--- config.mk ---
export PLATFORM = sky130hd
export DESIGN_NAME = alu_host_driver
export DESIGN_NICKNAME = d
export VERILOG_FILES = /design/src/rtl/alu_host_driver.sv
export SDC_FILE = /design/constraint.sdc
export NUM_CORES = 1
export LEC_CHECK = 0
export ABC_AREA = 0
export CAP_MARGIN = 20
export CORE_MARGIN = 2
export CORE_UTILIZATION = 42
export CTS_CLUSTER_DIAMETER = 30
export CTS_CLUSTER_SIZE = 8
export DETAILED_ROUTE_END_ITERATION = 6
export PLACE_DENSITY = 0.69
export SYNTH_ARGS = -nofsm -noshare
export SYNTH_HDL_FRONTEND = slang
export SYNTH_SLANG_ARGS = --single-unit
--- constraint.sdc ---
create_clock -name clk -period 2.9 [get_ports clk]
set_input_delay 0.87 -clock clk [delete_from_list [all_inputs] [get_ports clk]]
set_output_delay 0.87 -clock clk [all_outputs]
set_load 0.03 [all_outputs]
--- src/rtl/alu_host_driver.sv ---
// Host-side sequencer for the ALU operand/result bus. Takes one request at a
// time, issues BEGIN and the operand words in ALU order, then waits for END
// and returns the two captured result words. A timeout or an END that arrives
// during the start/load phase ends the operation with an error response.
module alu_host_driver #(
   parameter int unsigned TIMEOUT_CYCLES = 64,
   parameter int unsigned CNT_W          = 7
) (
   input  logic       clk,
   input  logic       reset,
   input  logic       req_valid,
   output logic       req_ready,
   input  logic [1:0] req_op,
   input  logic [7:0] req_x,
   input  logic [7:0] req_y,
   input  logic [7:0] req_xh,
   output logic       rsp_valid,
   input  logic       rsp_ready,
   output logic [7:0] rsp_hi,
   output logic [7:0] rsp_lo,
   output logic       rsp_err,
   output logic       alu_begin,
   output logic [1:0] alu_op_code,
   output logic [7:0] alu_inbus,
   input  logic [7:0] alu_outbus,
   input  logic       alu_end,
   output logic       busy
);

   typedef enum logic [2:0] {
      StIdle, StStart, StLd0, StLd1, StLd2, StWaitEnd, StResp
   } state_e;

   localparam logic [1:0]       OpDiv   = 2'b11;
   localparam logic [CNT_W-1:0] CntLast = CNT_W'(TIMEOUT_CYCLES - 1);

   state_e           state_q, state_d;
   logic [1:0]       op_q;
   logic [7:0]       x_q, y_q, xh_q;
   logic [7:0]       hist_q;
   logic [CNT_W-1:0] cnt_q, cnt_d;
   logic [7:0]       rsp_hi_q, rsp_hi_d;
   logic [7:0]       rsp_lo_q, rsp_lo_d;
   logic             rsp_err_q, rsp_err_d;
   logic             is_div;
   logic             accept;
   logic             in_load;

   assign is_div  = (op_q == OpDiv);
   assign accept  = req_valid && (state_q == StIdle);
   assign in_load = (state_q == StStart) || (state_q == StLd0) ||
                    (state_q == StLd1) || (state_q == StLd2);

   // State, timeout counter and response registers
   always_ff @(posedge clk or posedge reset) begin
      if (reset) begin
         state_q   <= StIdle;
         cnt_q     <= '0;
         rsp_hi_q  <= 8'h00;
         rsp_lo_q  <= 8'h00;
         rsp_err_q <= 1'b0;
      end else begin
         state_q   <= state_d;
         cnt_q     <= cnt_d;
         rsp_hi_q  <= rsp_hi_d;
         rsp_lo_q  <= rsp_lo_d;
         rsp_err_q <= rsp_err_d;
      end
   end

   // Capture the request operands on the accepting handshake
   always_ff @(posedge clk or posedge reset) begin
      if (reset) begin
         op_q <= 2'b00;
         x_q  <= 8'h00;
         y_q  <= 8'h00;
         xh_q <= 8'h00;
      end else if (accept) begin
         op_q <= req_op;
         x_q  <= req_x;
         y_q  <= req_y;
         xh_q <= req_xh;
      end
   end

   // One-cycle history of outbus: the A word precedes the END cycle
   always_ff @(posedge clk or posedge reset) begin
      if (reset) begin
         hist_q <= 8'h00;
      end else begin
         hist_q <= alu_outbus;
      end
   end

   // Next-state, timeout counting and response capture
   always_comb begin
      state_d   = state_q;
      cnt_d     = '0;
      rsp_hi_d  = rsp_hi_q;
      rsp_lo_d  = rsp_lo_q;
      rsp_err_d = rsp_err_q;
      case (state_q)
         StIdle:  if (req_valid) state_d = StStart;
         StStart: state_d = StLd0;
         StLd0:   state_d = StLd1;
         StLd1:   state_d = is_div ? StLd2 : StWaitEnd;
         StLd2:   state_d = StWaitEnd;
         StWaitEnd: begin
            cnt_d = cnt_q + 1'b1;
            // END has priority over a timeout in the same cycle
            if (alu_end) begin
               rsp_hi_d  = hist_q;
               rsp_lo_d  = alu_outbus;
               rsp_err_d = 1'b0;
               state_d   = StResp;
            end else if (cnt_q == CntLast) begin
               rsp_hi_d  = 8'h00;
               rsp_lo_d  = 8'h00;
               rsp_err_d = 1'b1;
               state_d   = StResp;
            end
         end
         StResp:  if (rsp_ready) state_d = StIdle;
         default: state_d = StIdle;
      endcase
      // END before the operands are all loaded aborts the operation
      if (alu_end && in_load) begin
         rsp_hi_d  = 8'h00;
         rsp_lo_d  = 8'h00;
         rsp_err_d = 1'b1;
         state_d   = StResp;
      end
   end

   // ALU-side outputs decoded from the current state
   always_comb begin
      alu_begin   = (state_q == StStart);
      alu_op_code = 2'b00;
      alu_inbus   = 8'h00;
      case (state_q)
         StStart, StWaitEnd: alu_op_code = op_q;
         StLd0: begin
            alu_op_code = op_q;
            alu_inbus   = is_div ? xh_q : x_q;
         end
         StLd1: begin
            alu_op_code = op_q;
            alu_inbus   = is_div ? x_q : y_q;
         end
         StLd2: begin
            alu_op_code = op_q;
            alu_inbus   = y_q;
         end
         default: ;
      endcase
   end

   assign req_ready = (state_q == StIdle);
   assign rsp_valid = (state_q == StResp);
   assign busy      = (state_q != StIdle);
   assign rsp_hi    = rsp_hi_q;
   assign rsp_lo    = rsp_lo_q;
   assign rsp_err   = rsp_err_q;

endmodule

== After elaboration in Yosys (flattened, before gate mapping) ==
Index checks and enable logic that the tools add are counted.

* Add/subtract/negate cells: 1
* Equal/unequal tests: 11
* Muxes and demuxes: 23
* Reduce and logical (&&, ||, !) cells: 12

{| class="wikitable"
|+ Operator list
! kind !! number
|-
| 8-bit 2-to-1 mux || 9
|-
| 8-bit case mux with 3 select lines || 1
|-
| 3-bit case mux with 7 select lines || 1
|-
| 3-bit 2-to-1 mux || 5
|-
| 3-bit equality test (second input constant) || 3
|-
| 7-bit by 1-bit adder with 7-bit output (second input constant) || 1
|-
| 7-bit by 6-bit equality test with 1-bit output (second input constant) || 1
|-
| 7-bit 2-to-1 mux || 1
|-
| 3-bit by 2-bit equality test with 1-bit output (second input constant) || 2
|-
| 3-bit nonzero test || 2
|-
| 1-bit 2-to-1 mux || 5
|-
| 5-bit OR reduction || 1
|-
| 4-bit inequality test (second input constant) || 1
|-
| 3-bit by 1-bit equality test with 1-bit output (second input constant) || 1
|-
| 3-bit logical NOT || 1
|-
| 1-bit logical OR || 3
|-
| 3-bit by 1-bit inequality test with 1-bit output (second input constant) || 1
|-
| 3-bit by 2-bit inequality test with 1-bit output (second input constant) || 1
|-
| 3-bit AND reduction || 1
|-
| 2-bit equality test (second input constant) || 1
|-
| 1-bit logical AND || 2
|-
| 2-bit 2-to-1 mux || 1
|-
| 2-bit AND reduction || 1
|-
| 2-bit nonzero test || 1
|}

* Register bits: 61
* Word-level logic and storage cells: 57

== Longest topological paths before layout ==
Gate-level depths: netlist of the first run.

* Word-level depth: 7
* Mapped depth: 6
* Mapped depth without buffers: 4

== Worst setup path before layout of the first run ==
Ideal clock, no wire load.

* Path type: register to output
* From: reg state_q[2]
* To: out alu_inbus[6]
* Data arrival time: 2025 ps
* Slack: 5 ps
* Stages on the path, launching flop included: 5
* Path buffers: 2
* Path through: dfrtp_1 buf_2 nand2b_1 buf_2 o311ai_0

* Cells in the longest elaborated chain, start to end: 2
* Elaborated cells between the ends (all ways): 4
* Those cells by class: eq/ne (3); mux (1)

{| class="wikitable"
|+ RTL lines
! item !! RTL line !! RTL
|-
| start, declared || 37 || <nowiki>state_e state_q, state_d;</nowiki>
|-
| start signal, assigned || 57 || <nowiki>state_q <= StIdle;</nowiki>
|-
| start signal, assigned || 63 || <nowiki>state_q <= state_d;</nowiki>
|-
| 3-bit equality test / 3-bit by 2-bit equality test with 1-bit output (equally long branches) || 140 || <nowiki>case (state_q)</nowiki>
|-
| 8-bit case mux with 3 select lines * || 140 ||
|-
| end, declared || 24 || <nowiki>output logic [7:0] alu_inbus,</nowiki>
|}

Every way passes the cells marked *; elsewhere a longest branch is shown, timed or not.

== Worst setup path after layout of the first run ==
* From: reg state_q[0]
* To: out alu_inbus[6]

The elaborated chain is that of the path after synthesis.

==> results of run 1 <==
worst max-delay path by stage:
stage	endpoint	depth (start not counted)
after global routing	alu_inbus[2]	6
after floorplan	alu_inbus[6]	4
final	alu_inbus[6]	3
after detailed placement	alu_begin	4
after global placement	alu_begin	4
after CTS	rsp_valid	3
where the power goes:
part / switching [mW] / internal [mW] / leakage, nW / total, mW
combinational: 1.18 / 1.02 / 0.856 / 2.20
clock: 0.322 / 0.388 / 0.0919 / 0.710
sequential: 0.285 / 1.20 / 0.736 / 1.48
total: 1.79 / 2.61 / 1.68 / 4.40
cell families after synthesis:
| logic type | count (synthesis) | synth area share (%) |
|---|---|---|
| multiplexers | 20 | 8.72 |
| AND/OR/NAND/NOR | 82 | 15.1 |
| flip-flops | 61 | 50.9 |
| buffers and inverters | 47 | 7.72 |
| AO/OA/AOI/OAI | 70 | 16.0 |
| XOR/XNOR | 3 | 0.876 |
| adder cells (fa/ha/maj) | 2 | 0.751 |
stage by stage:
stage	cell area [um^2]	util, %	hold slack (ps)	worst slack [ps]
floorplan	3000	-	442	5.03
global placement	3770	54.9	446	347
detailed placement	3770	54.9	466	311
CTS	3950	57.5	477	60.6
global route	3960	57.7	503	3.35
finish	3960	57.7	468	82.1
worst register-to-register path: cells and delay by family (launching register included):
family / cells / cell delay, ps
AND/OR/NAND/NOR: 2 / 770
adder cells (fa/ha/maj): 1 / 270
flip-flops: 1 / 390
AO/OA/AOI/OAI: 1 / 360
final cells by class:
type / count / area [um^2] / share of cell area, %
timing repair buffer: 83 / 787 / 19.9
clock inverter: 5 / 52.6 / 1.33
multi-input combinational: 177 / 1240 / 31.4
tap: 96 / 120 / 3.03
clock buffer: 10 / 128 / 3.22
sequential: 61 / 1530 / 38.6
inverter: 27 / 101 / 2.56
repair_timing:
item / CTS / global route
endpoints found under the setup margin: 9 / 7
resized for setup: 2 / 1
setup buffers: 0 / 1
sequential cells by signal, indices dropped and copies added (netlist names):
signal,count
cnt_q,7
hist_q,8
op_q,2
rsp_err,1
rsp_hi,8
rsp_lo,8
state_q,3
x_q,8
xh_q,8
y_q,8
layer usage:
layer | wire, um | track usage [%]
met4 | 69 | 8.54
met2 | 3380 | 29.8
met5 | 0 | 0
met1 | 3380 | 27.9
met3 | 255 | 3.92
placed cells by master, fill, tap and decap left out, types with 2 or more instances in the layout:
| master | n |
|---|---|
| clkdlybuf4s50_1 | 60 |
| dfrtp_1 | 59 |
| o21ai_0 | 27 |
| inv_1 | 26 |
| nand2_1 | 21 |
| buf_4 | 21 |
| o211ai_1 | 20 |
| nor2b_1 | 15 |
| nand3_1 | 10 |
| mux2_4 | 10 |
| nor2_1 | 9 |
| clkbuf_8 | 9 |
| nor3_1 | 8 |
| a221o_1 | 8 |
| mux2_2 | 6 |
| a21oi_1 | 4 |
| and3_1 | 4 |
| mux2_1 | 3 |
| clkinv_2 | 3 |
| nand3b_1 | 2 |
| or3_1 | 2 |
| a32o_1 | 2 |
| a21boi_0 | 2 |
| xor2_1 | 2 |
| dfrtp_2 | 2 |
==> results.cfg, run 1 <==
[outcome]
outcome = finished, final reports clean

[clocking]
h-tree-depth = 3
cts_buffers = 9
cts_tree = done
clk_latency_ps = 330
clock_sinks = 61
ctsRootBufferMaster = clkbuf_8
clk_pin_slew_ps = 70
cts_max_path_buffers = 2
cts_hold_buf = 0

[logic_synthesis]
avgSynthCellArea_um2 = 10.5
synth_most_common_cell = dfrtp_1
synth_top_cell_area_share_pct = 50.9
synth_area_mm2 = 0.00300
synth_nets = 325
synth_top_area_cell = dfrtp_1
ys.flop_type = dfrtp_1
synthCells = 285
yosys_warnings = 0
synthTopCellsByArea = dfrtp_1 (51%), mux2_4 (5.0%), o211ai_1 (5.0%)
ys_seq_elements = 61
synth-seq-area-share_pct = 50.9
yosys-top-cells-count = dfrtp_1 (61), inv_1 (27), o21ai_0 (27)
ys_types = 46
async_reset_ff_share_pct = 100
synth-edff-count = 0

[sta]
max_freq_mhz = 355
fin_worst_skew_ps = 5.56
fin_crit_ps = 2820
finalHoldViolCount = 0
maxSlewViolCount = 0
period_share_pct = 97.2
setup_viol = 0
fin_tns_setup_ps = 0
worst_pin_slew_ps = 481
grt_setup_unrepaired = false
maxSlewHeadroom_pct = 67.5

[final_layout]
area_growth_syn_to_layout_pct = 32.0
nNetsFinal = 399
fillers = 609
num_antenna_cells = 0
fin_cells = 459
drive_gt1_share_pct = 16.8

[power]
p_per_area_mw_per_mm2 = 1110
peakVddDrop_uv = 487
power.total_mw = 4.40
leakage_nw = 1.68

[floorplanning]
die_w_um = 88.5
io_pins = 70
start_util_pct = 43.7
die_h_um = 88.5
core_mm2 = 0.00687
die_area_mm2 = 0.00784
row_count = 30

[global_route]
antenna_found_initial = 0
grtUsageTotal_pct = 19.8
gr-total-overflow = 0
grt_pass1_wl_um = 11800
grt_max_degree = 62
grt_pass1_vias = 2406

[critical_path]
crit_buf_inv = 1
crit_slowest_cell = or4b_2
r2r_end = rsp_err
r2r-start = cnt_q[0]
worst_path_largest_cell_delay_ps = 690
cp-end-kind = output pin
worst_setup_path_start_kind = flop
path_delay_family = simple AND/OR/NAND/NOR gates
reg2reg_setup_slack_ps = 990
cp_max_fo = 10
worstPathArrival_ps = 1950
critPathLaunch = state_q[0]
critPathKind = reg2out
r2r_cells = 4
cp_data_required_time_ps = 2030
path_cells = or4b_2 > o311ai_0 > buf_4

[drt]
vias = 2385
routed_wl_um = 7090
drc_errors = 0
routed_via_density = 5.20
drt_first_pass_iters = 4
drt-initial-drc-count = 95
postRouteAntennaNets = 0
routedWlPerCell_um = 15.4

[worst_hold_path]
min_to = rsp_hi[6]
whs_path_depth = 2
hold_class = reg2reg
hp-start = hist_q[6]

[place]
place.gp.congestion = 0.808
place_hpwl_um = 4820
dp_cells = 443
numPortBuffers = 69

[flow_run]
max_cap_viol_count = 0
Note: power is estimated with default switching activity, not from simulation.
==> run 2, diff against run 1 <==
Settings changed: CORE_MARGIN 2 to not set.
==> run 2 against run 1 <==
Combinational power is 2% higher. Flip-flop and latch count stayed put. Non-clock buffer count is 4 higher. Setup slack better by 0.87 ps. Routed wire length is 1.0% lower. Hold slack better by 2.0 ps. Clock power is 21% higher. First-iteration DRC count is 89% higher. Core utilization is 1.6 points higher. Sequential power hardly changed. Critical endpoint unchanged. Largest power group unchanged.
==> results.cfg, run 2 (synthesis results as in run 1) <==
[clocking]
cts_tree = done
ctsRootBufferMaster = clkbuf_8
clk_latency_ps = 330
cts_buffers = 9
h-tree-depth = 3
cts_max_path_buffers = 2
clk_pin_slew_ps = 70
clock_sinks = 61

[drt]
routed_via_density = 5.13
drt_first_pass_iters = 4
vias = 2381
routed_wl_um = 7010
postRouteAntennaNets = 0
routedWlPerCell_um = 15.1
drc_errors = 0
drt-initial-drc-count = 180

[place]
place_hpwl_um = 4660
numPortBuffers = 69
place.gp.congestion = 0.779
place_area_mm2 = 0.00376

[critical_path]
critPathKind = reg2out
cp_data_required_time_ps = 2030
path_delay_family = simple AND/OR/NAND/NOR gates
critPathLaunch = state_q[0]
worst_setup_path_start_kind = flop
crit_buf_inv = 2
worstPathArrival_ps = 1950
cp_max_fo = 14
crit_slowest_cell = or4b_2
path_cells = buf_12 > or4b_2 > o311ai_1 > buf_4
worst_path_largest_cell_delay_ps = 660
cp-end-kind = output pin
r2r-start = cnt_q[0]

[power]
p_per_area_mw_per_mm2 = 1130
leakage_nw = 1.75
power.total_mw = 4.57
peakVddDrop_uv = 513

[global_route]
antenna_found_initial = 0
gr-total-overflow = 0
grt_pass1_vias = 2358
grtUsageTotal_pct = 20.6
grt_max_degree = 27
grt_pass1_wl_um = 11700

[final_layout]
area_growth_syn_to_layout_pct = 34.8
final_area_mm2 = 0.00405
drive_gt1_share_pct = 18.5
final_cell_mix = dfrtp_1 (58), clkdlybuf4s50_1 (58), o21ai_0 (27)
nNetsFinal = 403
num_antenna_cells = 0

[worst_hold_path]
hold_class = reg2reg
hp-start = hist_q[6]

[flow_run]
max_cap_viol_count = 0

[floorplanning]
die_area_mm2 = 0.00749
row_count = 30
die_w_um = 86.5
start_util_pct = 43.9
io_pins = 70
die_h_um = 86.5
core_mm2 = 0.00683

[sta]
worst_pin_slew_ps = 524
fin_tns_setup_ps = 0
maxSlewViolCount = 0
period_share_pct = 97.1
grt_setup_unrepaired = false
fin_crit_ps = 2820
max_freq_mhz = 355
finalHoldViolCount = 0
fin_worst_skew_ps = 7.08
setup_viol = 0
maxSlewHeadroom_pct = 65.0

[outcome]
outcome = finished, final reports clean
## run 2: changes by cell type in the layout (fill, tap and decap cells not counted), sizes merged
cell           before  now
buf                22   26
dlymetal6s2s        0    3
clkdlybuf4s50      60   58
clkinv              3    1
bufinv              1    2
clkbuf             10   11
clkinvlp            1    2
dlygate4sd2         1    0
## run 2: worst paths after layout
check                           slack, ps  depth (start not counted)      endpoint
worst min-delay path                  470                          2     rsp_hi[6]
max in group asynchronous            1380                          3       xh_q[6]
worst max register to register        980                          4       rsp_err
min in group asynchronous             890                          2        x_q[2]
worst max-delay path                   80                          4  alu_inbus[6]
worst min register to register        470                          2     rsp_hi[6]
## run 2: cell type report
class                   instances  area, um^2
clock buffers                  11         141
clock inverters                 5        83.8
fillers                       610        2790
inverters                      27         101
multi-input cells             177        1240
flip-flops and latches         61        1530
well taps                      96         120
repair buffers                 87         823
## run 2: power breakdown
group / leakage (nW) / switching, mW / internal [mW]
Sequential: 0.735 / 0.275 / 1.20
Clock: 0.106 / 0.348 / 0.509
Combinational: 0.913 / 1.19 / 1.06
## run 2: repair_timing
item,4_1_cts,5_1_grt
hold buffers,0,0
setup endpoints to repair,13,12
setup buffers,0,5
resized for setup,3,5
pin swaps,0,0
## run 2: worst min-delay path: cells and delay by family (launching register included)
kind	cells	cell delay, ps
compound gates	1	70
flops	1	320
simple gates	1	40
## run 2: layer usage
metal | part of all wire (%) | track usage [%] | vias up | routed length, um
met5 | 0 | 0 | - | 0
met1 | 48 | 29.6 | 1159 | 3360
met4 | 1.2 | 6.52 | 0 | 85
met2 | 47 | 30.7 | 60 | 3280
met3 | 4.1 | 5.24 | 7 | 289
li1 | - | - | 1155 | -
## run 2: metrics by stage
step                hold slack [ps]  utilization [%]  std cells  setup WS (ps)
floorplan                       442                -        285           5.03
global placement                446             55.0        443            291
detailed placement              467             55.0        443            263
CTS                             475             58.4        459           36.2
global route                    501             59.2        464           9.48
finish                          470             59.2        464           83.0
==> run 3, diff against run 2 <==
Settings changed: ABC_CLOCK_PERIOD_IN_PS set to 2900.
==> results of run 3 <==
Same layout as run 2: the final DEF is identical, and so are final timing and power.
